### src/rtl/operand_stack.sv
// Purpose: operand stack feeding a combinational ALU; executes NOP/PUSH/POP/BINOP/UNOP, one command per cycle.
// Latency: commands commit at the rising clk edge; tos/alu_a/alu_b/count read combinationally (0-cycle read).
// Backpressure: none; the controller checks full/empty/count, and an illegal command is dropped and flagged on err/err_code.
//
// Ports:
//   clk, rst_n        rising-edge clock, asynchronous active-low reset
//   cmd               0=NOP 1=PUSH 2=POP 3=BINOP 4=UNOP (5..7 act as NOP)
//   push_data         word stored on PUSH
//   alu_result        combinational ALU result, captured on BINOP/UNOP
//   alu_a / alu_b     next-of-top / top-of-stack (0 when that entry is absent)
//   tos               same value as alu_b
//   count/empty/full  occupancy
//   err / err_code    1-cycle illegal-command pulse / sticky code (1=overflow, 2=underflow)
module operand_stack #(
  parameter int WIDTH = 8,
  parameter int DEPTH = 8,
  localparam int CW = $clog2(DEPTH + 1)
) (
  input  logic             clk,
  input  logic             rst_n,
  input  logic [2:0]       cmd,
  input  logic [WIDTH-1:0] push_data,
  output logic [WIDTH-1:0] alu_a,
  output logic [WIDTH-1:0] alu_b,
  input  logic [WIDTH-1:0] alu_result,
  output logic [WIDTH-1:0] tos,
  output logic [CW-1:0]    count,
  output logic             empty,
  output logic             full,
  output logic             err,
  output logic [1:0]       err_code
);

  localparam int AW = (DEPTH > 1) ? $clog2(DEPTH) : 1;

  localparam logic [2:0] CMD_PUSH  = 3'd1;
  localparam logic [2:0] CMD_POP   = 3'd2;
  localparam logic [2:0] CMD_BINOP = 3'd3;
  localparam logic [2:0] CMD_UNOP  = 3'd4;

  localparam logic [1:0] ERR_NONE = 2'd0;
  localparam logic [1:0] ERR_OVF  = 2'd1;
  localparam logic [1:0] ERR_UNF  = 2'd2;

  logic [WIDTH-1:0] mem_q [DEPTH];
  logic [WIDTH-1:0] mem_d [DEPTH];
  logic [CW-1:0]    count_q, count_d;
  logic             err_q, err_d;
  logic [1:0]       err_code_q, err_code_d;

  // Entry indices derived from the occupancy count. They wrap when the
  // count is too small (or at DEPTH for the push slot), but every use
  // below is guarded by the matching occupancy test.
  logic [AW-1:0] push_idx, tos_idx, nos_idx;
  logic          has_one, has_two, is_full;

  assign push_idx = AW'(count_q);
  assign tos_idx  = AW'(count_q - CW'(1));
  assign nos_idx  = AW'(count_q - CW'(2));

  assign has_one  = (count_q >= CW'(1));
  assign has_two  = (count_q >= CW'(2));
  assign is_full  = (count_q == CW'(DEPTH));

  // Operand presentation is purely combinational from state.
  assign alu_b    = has_one ? mem_q[tos_idx] : '0;
  assign alu_a    = has_two ? mem_q[nos_idx] : '0;
  assign tos      = alu_b;
  assign count    = count_q;
  assign empty    = !has_one;
  assign full     = is_full;
  assign err      = err_q;
  assign err_code = err_code_q;

  always_comb begin
    mem_d      = mem_q;
    count_d    = count_q;
    err_d      = 1'b0;
    err_code_d = err_code_q;   // NOP-class commands keep the last code

    case (cmd)
      CMD_PUSH: begin
        if (!is_full) begin
          mem_d[push_idx] = push_data;
          count_d         = count_q + CW'(1);
          err_code_d      = ERR_NONE;
        end else begin
          err_d      = 1'b1;
          err_code_d = ERR_OVF;
        end
      end
      CMD_POP: begin
        if (has_one) begin
          count_d    = count_q - CW'(1);
          err_code_d = ERR_NONE;
        end else begin
          err_d      = 1'b1;
          err_code_d = ERR_UNF;
        end
      end
      CMD_BINOP: begin
        // Result overwrites NOS and the old TOS slot is abandoned; legal when full.
        if (has_two) begin
          mem_d[nos_idx] = alu_result;
          count_d        = count_q - CW'(1);
          err_code_d     = ERR_NONE;
        end else begin
          err_d      = 1'b1;
          err_code_d = ERR_UNF;
        end
      end
      CMD_UNOP: begin
        if (has_one) begin
          mem_d[tos_idx] = alu_result;
          err_code_d     = ERR_NONE;
        end else begin
          err_d      = 1'b1;
          err_code_d = ERR_UNF;
        end
      end
      default: ;
    endcase
  end

  always_ff @(posedge clk or negedge rst_n) begin
    if (!rst_n) begin
      for (int i = 0; i < DEPTH; i++) mem_q[i] <= '0;
      count_q    <= '0;
      err_q      <= 1'b0;
      err_code_q <= ERR_NONE;
    end else begin
      mem_q      <= mem_d;
      count_q    <= count_d;
      err_q      <= err_d;
      err_code_q <= err_code_d;
    end
  end

endmodule

### config.mk
export PLATFORM = sky130hd
export DESIGN_NAME = operand_stack
export DESIGN_NICKNAME = d
export VERILOG_FILES = /design/src/rtl/operand_stack.sv
export SDC_FILE = /design/constraint.sdc
export NUM_CORES = 1
export LEC_CHECK = 0
export ABC_AREA = 1
export CORE_ASPECT_RATIO = 1.75
export CORE_MARGIN = 2
export CORE_UTILIZATION = 46
export DETAILED_ROUTE_END_ITERATION = 8
export PLACE_DENSITY_LB_ADDON = 0.08
export SLEW_MARGIN = 20
export SYNTH_ARGS = -nofsm -noshare
export SYNTH_HDL_FRONTEND = slang
export SYNTH_SLANG_ARGS = --single-unit
### constraint.sdc
create_clock -name clk -period 4.17 [get_ports clk]
set_clock_uncertainty 0.1 [all_clocks]
set_input_delay 0.834 -clock clk [delete_from_list [all_inputs] [get_ports clk]]
set_output_delay 0.834 -clock clk [all_outputs]
set_load 0.005 [all_outputs]
# After elaboration in Yosys (flattened, before gate mapping)
# Cells that the tools add are included.
# op_classes
magnitude_cmp	8
muxes	33
n_eq_ne	9
n_bitwise	3
addsub	3
n_reduce_logical	10
# op_table
op	n
$bwmux W64	3
$mux W64	3
$pmux W64 S3	1
$demux W8 S3	3
$mux W8	9
$bmux W8 S3	2
$ge A4 B4 Y1 const B	3
$lt A4 B1 Y1 const B	3
$mux W4	3
$not A3 Y4	3
$pmux W4 S3	1
$reduce_bool A3 Y1	3
$ne A2 B2 Y1 const B	4
$reduce_and A4 Y1	2
$eq A3 B2 Y1 const B	2
$pmux W2 S3	1
$add A4 B1 Y4 const B	1
$eq A4 B4 Y1 const B	1
$ge A4 B1 Y1 const B	1
$ge A4 B2 Y1 const B	1
$mux W1	4
$mux W2	2
$sub A4 B1 Y4 const B	1
$eq A3 B1 Y1 const B	1
6 further kinds	8
# totals
elab_cells	77
input_bits	21
regBits	71
out_inout_bits	33

# Depth between registers and ports, before layout
# Gate-level depths: netlist of the first run.
# depth
word_depth	9
ltp_mapped	14

# Worst setup path after synthesis of the first run
# No wires, ideal clock.
# synth_timing
kind	reg2out
from	register count_q[0], in the netlist count[0]
to	output port tos[6]
arrival_ns	2.615
required_ns	3.236
slack_ns	0.621
path_stages_with_launch	13
path_cell_list	dfrtp_1 > inv_2 > clkbuf_1 > clkbuf_1 > ha_1 > buf_2 > buf_2 > clkbuf_1 > o21ai_0 > o221ai_1 > nand2_1 > nor2_1 > buf_4
# synth_via
elab_chain_len	6
word_cells_on_any_way	7
cone_classes	add/sub: 1; order compare: 1; mux: 4; bitwise: 1
# synth_rtl
item	line_no	source
start, declared	47	logic [CW-1:0] count_q, count_d;
start signal, assigned	133	count_q <= count_d;
$sub A4 B1 Y4	n/a	
$not A3 Y4 (implied by the code)	66	assign alu_b = has_one ? mem_q[tos_idx] : '0;
$bmux W8 S3	66	
$mux W8 (implied by the code) (2 in a row)	66	
$mux W8 (*)	66	
end, declared	26	output logic [WIDTH-1:0] tos,
# Mark *: on every way between the ends. The rest lies on a longest branch, timed or not. The select of a mux whose other input is x is not followed.

# Worst setup path in the final report of the first run
# layout_timing
from	register count_q[1], in the netlist count[1]
to	output port alu_b[5]
# layout_via
elab_chain_len	6
word_cells_on_any_way	7
cone_classes	add/sub: 1; order compare: 1; mux: 4; bitwise: 1
# layout_rtl
item	line_no	source
$sub A4 B1 Y4	n/a	
$not A3 Y4 (implied by the code)	66	
$bmux W8 S3	66	
$mux W8 (implied by the code) (2 in a row)	66	
$mux W8 (*)	66	
end, declared	24	output logic [WIDTH-1:0] alu_b,
# Marks and branches as above.

==> run_results.csv, run 1 <==
group,metric,value,unit
floorplanning,start_util,46.5,%
run_status,status,"finished with violations",
critical_path,cp_max_fo,53,
floorplanning,fp.dieArea,17000,um^2
placed_design,io_buffers,53,
sta,period_needed,3740,ps
clocking,clock_sinks,71,
clocking,clockRootBuffer,"clkbuf_16",
floorplanning,coreArea,15700,um^2
routing,drt_iter0_markers,779,
clocking,htree_num_levels,3,
synth,syn_nets,1259,
layout,fillers,1638,
clocking,cts_buffer_depth,2,
flow_run,cap_violations,0,
routing,num_vias,8793,
layout,design_area,8210,um^2
layout,post-route-util,52.2,%
routing,drc_errors,1,
power_and_ir_drop,peakVddDrop,0.561,mV
power_and_ir_drop,clockPowerShare,11.5,%
layout,finalNetCount,1256,
synth,ys_ff_latch,71,
grt,grt_overflow_total,0,
synth,synth_area,7310,um^2
clocking,post-cts-setup-buffers,0,
placed_design,dp_hpwl,21.5,mm
clocking,clkTransAtPathRegs,60,ps
sta,slew_headroom,31.0,%
critical_path,slowest_stage,"clkdlybuf4s50_1",
synth,synth.avg_cell_area,5.95,um^2
sta,rsz0062_at_grt,"false",
grt,antenna_found_initial,0,
run_status,violations,"design-rule violations",
synth,synth_top_area_cell,"dfrtp_1",
sta,fmax,0.267,GHz
routing,drt-wirelength-per-cell,22.5,um
power_and_ir_drop,switchingPower,3.95,mW
critical_path,endpoint_kind,"output port",
sta,tns,0,ps
power_and_ir_drop,p_int,3.29,mW
critical_path,start_kind,"flop",
layout,final_cells,1420,
power_and_ir_drop,combPwrFrac,71.0,%
placed_design,gp_congestion,0.983,
sta,finalSetupViolations,0,
synth,synth_top_cell_area_share,24.3,%
power_and_ir_drop,power,7.24,mW
layout,area_growth,12.2,%
sta,tightest_slew,1030,ps
critical_path,worstPathArrival,2810,ps
placed_design,place_inst,1404,
placed_design,place_area,7900,um^2
critical_path,critPathBufInv,3,
sta,finalHoldViolations,0,
grt,first_global_vias,8197,
routing,antenna_left,0,
synth,ys_types,31,
critical_path,critPathKind,"reg -> out",
routing,firstDrtPassIters,9,
synth,synth.most_common_cell,"nand2_1",
clocking,cts_tree,"built",
routing,drt-total-wl,31.9,mm
synth,async_reset_ff_share,100,%
floorplanning,rows,61,
sta,post-route-period-util,89.8,%
sta,maxSlewViolCount,0,
layout,antenna_cells,0,
floorplanning,die_h,171,um
grt,grt_pass1_wl,48.0,mm
clocking,holdBufCountCts,0,
synth,synth_edf_count,0,
critical_path,cp_top_family,"buffers and inverters",
grt,grt_max_degree,133,
routing,vias_per_cell,6.19,
critical_path,cpPeakStageDelay,520,ps
power_and_ir_drop,power.density,882,nW/um^2
critical_path,crit_chain,"inv_2 > ha_1 > buf_4 > o21ai_0 > o221ai_1 > nand2_1 > nor2_1 > clkdlybuf4s50_1",
floorplanning,io_pins,54,
layout,layout-drive-gt1-share,6.58,%
min_path,hp-class,"reg -> reg",
synth,yosys_warnings,0,
critical_path,r2r_setup_slack,1440,ps
power_and_ir_drop,pwr-share-seq,17.5,%
synth,synth_area_leaders,"dfrtp_1 (24%), nand2_1 (24%), nand3_1 (9.7%)",
power_and_ir_drop,p_sw_share,54.6,%
synth,synthTopCellsByCount,"nand2_1 (459), nand3_1 (141), inv_1 (87)",
synth,synth_cells,1229,
clocking,ctsResizeCount,0,
grt,grtUsageTotal,37.8,%
clocking,cts-buffers-inserted,9,
synth,ys_seq_area_share,24.3,%
synth,synth_flop_cell,"dfrtp_1",
floorplanning,fp.dieW,99.3,um
clocking,clk_latency,350,ps
critical_path,worst-endpoint-required,3240,ps
power_and_ir_drop,p_leak,4.32,nW
==> routing by layer <==
metal	vias up	track usage, %	part of all wire, %
met3	182	5.15	8.9
met5	-	0	0
met2	559	58.5	45
met1	3966	44.8	36
li1	4086	-	-
met4	0	34.3	11
==> cell families (layout without fill, tap and decap cells) <==
logic type | Yosys count | after routing | synth area share (%)
and+or+nand+nor | 748 | 748 | 47.2
AOI/OAI and AO/OA | 209 | 209 | 16.1
xor gates and xnor gates | 2 | 2 | 0.240
adders and majority gates | 9 | 9 | 1.54
DFF | 71 | 71 | 24.3
buffers and inverters | 190 | 192 | 10.6
==> through the flow <==
step | setup slack (ps) | hold slack [ps]
final | 427 | 376
after global placement | 875 | 363
after detailed placement | 840 | 370
after CTS | 464 | 383
after floorplan | 621 | 349
after global routing | 183 | 405
==> power groups by stage <==
stage                     logic, mW  registers [mW]  clock network [mW]
after floorplan                3.31            1.14                   0
after global placement         4.98            1.27                   0
after CTS                      5.01            1.26               0.842
after detailed placement       4.99            1.27                   0
final                          5.14            1.26               0.836
after global routing           5.62            1.29               0.862
==> path summary, 6_finish.rpt <==
path / end / from / depth (start not counted)
hold reg to reg: flop / flop / 2
min in group asynchronous: asynchronous set/reset pin / rst_n / 1
setup / recovery: alu_b[5] / count[1] / 8
setup reg to reg: flop / count[0] / 10
hold / removal: flop / flop / 2
max in group asynchronous: count[0] / rst_n / 1
==> worst min-delay path, cell delays in order, from the launching register on <==
cell     delay, ps
dfrtp_1        340
nand2_1         50
nand2_1         60
==> placed cells by master (no fill, tap or decap), types with 2 or more instances in the layout <==
cell type,instances
nand2_1,459
nand3_1,141
inv_1,87
o21ai_0,80
a21oi_1,74
dfrtp_1,70
nand4_1,65
clkdlybuf4s50_1,52
nor2_1,41
o211ai_1,40
buf_4,23
inv_2,9
nor2_4,9
ha_1,9
clkbuf_16,9
nor3_1,8
o221ai_1,8
nor2_8,8
o21ai_1,6
nand3b_2,6
nand3b_1,4
nor2_2,3
clkbuf_8,3
buf_12,3
nand2_2,2
clkinv_1,2
xor2_1,2
clkinv_2,2
==> final cells by class <==
cell class	count	area [um^2]	share of cell area [%]
flip-flops and latches	71	1780	21.7
well taps	189	236	2.88
repair buffers	78	753	9.18
clock buffers	13	270	3.29
inverters	98	368	4.48
clock inverters	3	40.0	0.488
multi-input cells	968	4760	58.0
No activity file was read; power rests on OpenSTA's default activity.
==> run 2: changes to the inputs <==
Settings changed: CAP_MARGIN from default to 40.
==> run 2 against run 1 <==
Against the previous run:
- first-iteration DRC count is 7.7% higher
- non-clock buffer count is 1 higher
- global-route usage is 0.27 points higher
- cell count about the same
- final area increased by 0.34%
- flip-flop and latch count stayed put
- sequential share of layout area down 0.073 points
- the flow now finishes without violations
- die area is the same
- power is essentially flat
- clock-buffer cell count did not move
- core utilization up 0.18 points
- worst setup slack worse by 17 ps
==> run_results.csv, run 2 (synthesis gave the netlist of run 1 again) <==
group,metric,value,unit
grt,grt_pass1_wl,48.5,mm
critical_path,cp_max_fo,53,
clocking,clock_sinks,71,
layout,final_cell_mix,"nand2_1 (459), nand3_1 (141), inv_1 (87)",
critical_path,cpPeakStageDelay,520,ps
grt,grt_overflow_total,0,
clocking,clockRootBuffer,"clkbuf_16",
run_status,status,"complete, no violations",
layout,final_common_cell,"nand2_1",
routing,vias_per_cell,6.22,
routing,drt-total-wl,31.9,mm
placed_design,gp_congestion,0.983,
clocking,cts-buffers-inserted,9,
routing,firstDrtPassIters,5,
routing,drc_errors,0,
clocking,htree_num_levels,3,
sta,period_needed,3760,ps
critical_path,start_kind,"flop",
layout,area_growth,12.6,%
grt,antenna_found_initial,0,
critical_path,critPathKind,"reg -> out",
sta,tns,0,ps
critical_path,r2r_setup_slack,1440,ps
critical_path,worst-endpoint-required,3240,ps
layout,antenna_cells,0,
floorplanning,io_pins,54,
sta,holdWs,336,ps
layout,regArea,1780,um^2
routing,num_vias,8839,
layout,finalNetCount,1257,
grt,first_global_vias,8250,
power_and_ir_drop,p_leak,4.33,nW
clocking,post-cts-setup-buffers,0,
grt,grt_max_degree,133,
sta,finalHoldViolations,0,
layout,fillers,1665,
floorplanning,fp.dieW,99.3,um
critical_path,crit_chain,"inv_2 > ha_1 > buf_4 > o21ai_0 > o221ai_1 > nand2_1 > nor2_1 > clkdlybuf4s50_1",
floorplanning,fp.dieArea,17000,um^2
critical_path,rr_startpoint,"count[1]",
critical_path,worstPathArrival,2830,ps
clocking,clkTransAtPathRegs,70,ps
routing,antenna_left,0,
clocking,cts_buffer_depth,2,
clocking,holdBufCountCts,0,
sta,fmax,0.266,GHz
clocking,clk_latency,340,ps
power_and_ir_drop,peakVddDrop,0.505,mV
grt,grtUsageTotal,38.1,%
sta,post-route-period-util,90.2,%
clocking,cts_tree,"built",
placed_design,dp_hpwl,21.7,mm
sta,finalSetupViolations,0,
sta,maxSlewViolCount,0,
floorplanning,coreArea,15700,um^2
routing,drt_iter0_markers,839,
critical_path,endpoint_kind,"output port",
min_path,hp-class,"in -> async",
floorplanning,rows,61,
sta,rsz0062_at_grt,"false",
power_and_ir_drop,power.density,878,nW/um^2
critical_path,r2r_cells,11,
flow_run,cap_violations,0,
sta,slew_headroom,43.1,%
critical_path,crit_start,"count[1]",
layout,layout-drive-gt1-share,6.66,%
floorplanning,start_util,46.5,%
routing,drt-wirelength-per-cell,22.5,um
critical_path,slowest_stage,"buf_4",
clocking,ctsResizeCount,0,
placed_design,io_buffers,53,
floorplanning,die_h,171,um
sta,tightest_slew,851,ps
layout,multi_input_area,4760,um^2
-- run 2: cell count changes in the layout (fill, tap and decap cells not counted), sizes merged --
cell / delta
buf: +1
-- run 2: layout make-up --
| cell class | count | share of cell area [%] |
|---|---|---|
| Sequential cell | 71 | 21.6 |
| Multi-Input combinational cell | 968 | 57.8 |
| Tap cell | 189 | 2.87 |
| Clock buffer | 13 | 3.28 |
| Timing Repair Buffer | 79 | 9.48 |
| Inverter | 98 | 4.47 |
| Clock inverter | 3 | 0.486 |
-- run 2: through the flow --
stage / std cells / worst slack (ps) / instance area, um^2 / total power [mW] / util (%)
after CTS: 1421 / 478 / 8230 / 7.11 / 52.4
final: 1421 / 410 / 8230 / 7.23 / 52.4
after floorplan: 1229 / 621 / 7310 / 4.45 / -
after global routing: 1421 / 247 / 8230 / 7.78 / 52.4
after detailed placement: 1405 / 843 / 7920 / 6.26 / 50.4
after global placement: 1404 / 875 / 7900 / 6.25 / 50.2
-- run 2: report_power, final --
group / switching, mW / internal [mW] / leakage [nW]
Combinational: 3.30 / 1.82 / 3.21
Sequential: 0.309 / 0.958 / 0.962
Clock: 0.330 / 0.512 / 0.156
-- run 2: how the worst max path moves through the flow --
| stage | slack (ps) | to |
|---|---|---|
| floorplan | 620 | tos[6] |
| global placement | 870 | alu_b[4] |
| finish | 410 | alu_b[5] |
| detailed placement | 840 | alu_b[5] |
| CTS | 480 | alu_b[5] |
| global route | 250 | alu_b[1] |
-- run 2: worst max-delay path: cells and delay by family, from the launching register on --
family | cells | cell delay, ps
buffers and inverters | 3 | 1170
adder cells (fa/ha/maj) | 1 | 340
flip-flops | 1 | 350
AND/OR/NAND/NOR | 2 | 240
AO/OA/AOI/OAI | 2 | 370
-- run 2: routing by layer --
metal / GRT usage (%) / vias up / share of wire [%]
li1: - / 4095 / -
met1: 44.3 / 3968 / 35
met2: 60.3 / 596 / 46
met3: 6.66 / 180 / 9.4
met4: 31.5 / 0 / 9.9
met5: 0 / - / 0
==> run 3: changes to the inputs <==
Settings changed: CORE_MARGIN 2 to 5, SETUP_SLACK_MARGIN from default to 0.4.
==> run 3 against run 2 <==
Against the previous run:
- cell count shrank 0.21%
- register-to-register slack lost 30 ps
- die area grew 9.8%
- power shrank 0.43%
- first-iteration DRC count shrank 15%
- non-clock buffer count shrank 3
- final area shrank 0.36%
- flip-flop and latch count is the same
- largest power group unchanged
==> run_results.csv, run 3 (synthesis gave the netlist of run 1 again) <==
group,metric,value,unit
sta,rsz0062_at_grt,"true",
grt,antenna_found_initial,0,
sta,maxSlewViolCount,0,
power_and_ir_drop,p_leak,4.31,nW
layout,post-route-util,51.9,%
routing,vias_per_cell,6.16,
critical_path,worst-endpoint-required,3240,ps
clocking,clockRootBuffer,"clkbuf_16",
layout,final_cell_mix,"nand2_1 (459), nand3_1 (141), inv_1 (87)",
clocking,clk_latency,340,ps
placed_design,dp_hpwl,21.5,mm
layout,area_growth,12.2,%
critical_path,critPathKind,"reg -> out",
critical_path,rr_startpoint,"count[0]",
grt,use_met3,3.32,%
layout,antenna_cells,0,
layout,multi_input_area,4760,um^2
clocking,cts_buffer_depth,2,
grt,busiest_layer,"met2",
critical_path,endpoint_kind,"output port",
sta,fmax,0.271,GHz
critical_path,worstPathArrival,2750,ps
power_and_ir_drop,power.density,878,nW/um^2
grt,grt_util_met2,56.5,%
placed_design,dpl_worst_slack,678,ps
sta,layout_setup_ws,485,ps
sta,tightest_slew,793,ps
grt,first_global_vias,8282,
routing,firstDrtPassIters,6,
layout,fillers,1674,
grt,grt_util_met1,40.5,%
sta,slew_headroom,47.0,%
layout,layout-drive-gt1-share,6.43,%
routing,drc_errors,0,
sta,tns,0,ps
routing,antenna_left,0,
routing,drt-wirelength-per-cell,22.4,um
floorplanning,coreArea,15800,um^2
routing,num_vias,8735,
floorplanning,fp.dieW,105,um
routing,drt-total-wl,31.8,mm
grt,grtUsageTotal,34.2,%
routing,drt_iter0_markers,716,
placed_design,io_buffers,53,
floorplanning,fp.dieArea,18600,um^2
layout,final_common_cell,"nand2_1",
floorplanning,start_util,46.3,%
clocking,htree_num_levels,3,
run_status,status,"complete, no violations",
layout,finalNetCount,1254,
critical_path,start_kind,"flop",
layout,regArea,1780,um^2
clocking,clkTransAtPathRegs,60,ps
critical_path,r2r_cells,10,
clocking,cts_tree,"built",
placed_design,gp_congestion,0.972,
clocking,cts-buffers-inserted,9,
clocking,clock_sinks,71,
critical_path,r2r_setup_slack,1410,ps
critical_path,crit_start,"count[0]",
power_and_ir_drop,peakVddDrop,0.434,mV
sta,finalSetupViolations,0,
floorplanning,die_h,177,um
clocking,post-cts-setup-buffers,0,
grt,grt_overflow_total,0,
power_and_ir_drop,power,7.20,mW
flow_run,cap_violations,0,
critical_path,cp_max_fo,42,
sta,post-route-period-util,88.4,%
grt,grt_pass1_wl,48.4,mm
grt,grt_max_degree,133,
sta,finalHoldViolations,0,
min_path,hp-class,"in -> async",
sta,period_needed,3680,ps
floorplanning,rows,61,
floorplanning,io_pins,54,
[run 3: layer usage]
| metal | routed length [um] | part of all wire [%] |
|---|---|---|
| met1 | 11700 | 37 |
| met2 | 15200 | 48 |
| met3 | 2240 | 7.0 |
| met4 | 2730 | 8.6 |
| met5 | 0 | 0 |
[run 3: layout make-up]
cell class	instances	area share, %
clock buffers	12	2.88
flip-flops and latches	71	21.7
well taps	189	2.88
inverters	98	4.53
multi-input cells	968	58.0
clock inverters	4	0.275
repair buffers	76	9.70
[run 3: worst max path at each step]
stage,endpoint
2_1_floorplan,tos[6]
3_3_place_gp,alu_a[1]
3_5_place_dp,alu_a[1]
4_1_cts,alu_a[1]
5_1_grt,alu_a[1]
6_report,alu_a[1]
[run 3: repair_timing]
item                       CTS  global route
gates cloned                 0             1
setup endpoints to repair    5            15
hold endpoints to repair     0             0
resized for setup            2             4
pin swaps                    0             0
hold buffers                 0             0
[run 3: critical path: stages, from the launching register on]
cell and delay [ps]:
dfrtp_4 490, inv_2 150, buf_16 230, ha_1 210, nand3b_1 200, clkinv_2 180, nor3_1 330, clkdlybuf4s50_1 580
[run 3: report_power, final]
part           switching, mW  internal [mW]
clock network          0.331          0.401
logic                   3.34           1.87
registers              0.303          0.958
[run 3: stage by stage]
stage | cell area (um^2) | std cells | hold WS, ps
after floorplan | 7310 | 1229 | 349
after global placement | 7880 | 1400 | 362
after detailed placement | 7900 | 1401 | 365
after CTS | 8170 | 1417 | 363
after global routing | 8200 | 1418 | 382
final | 8200 | 1418 | 339
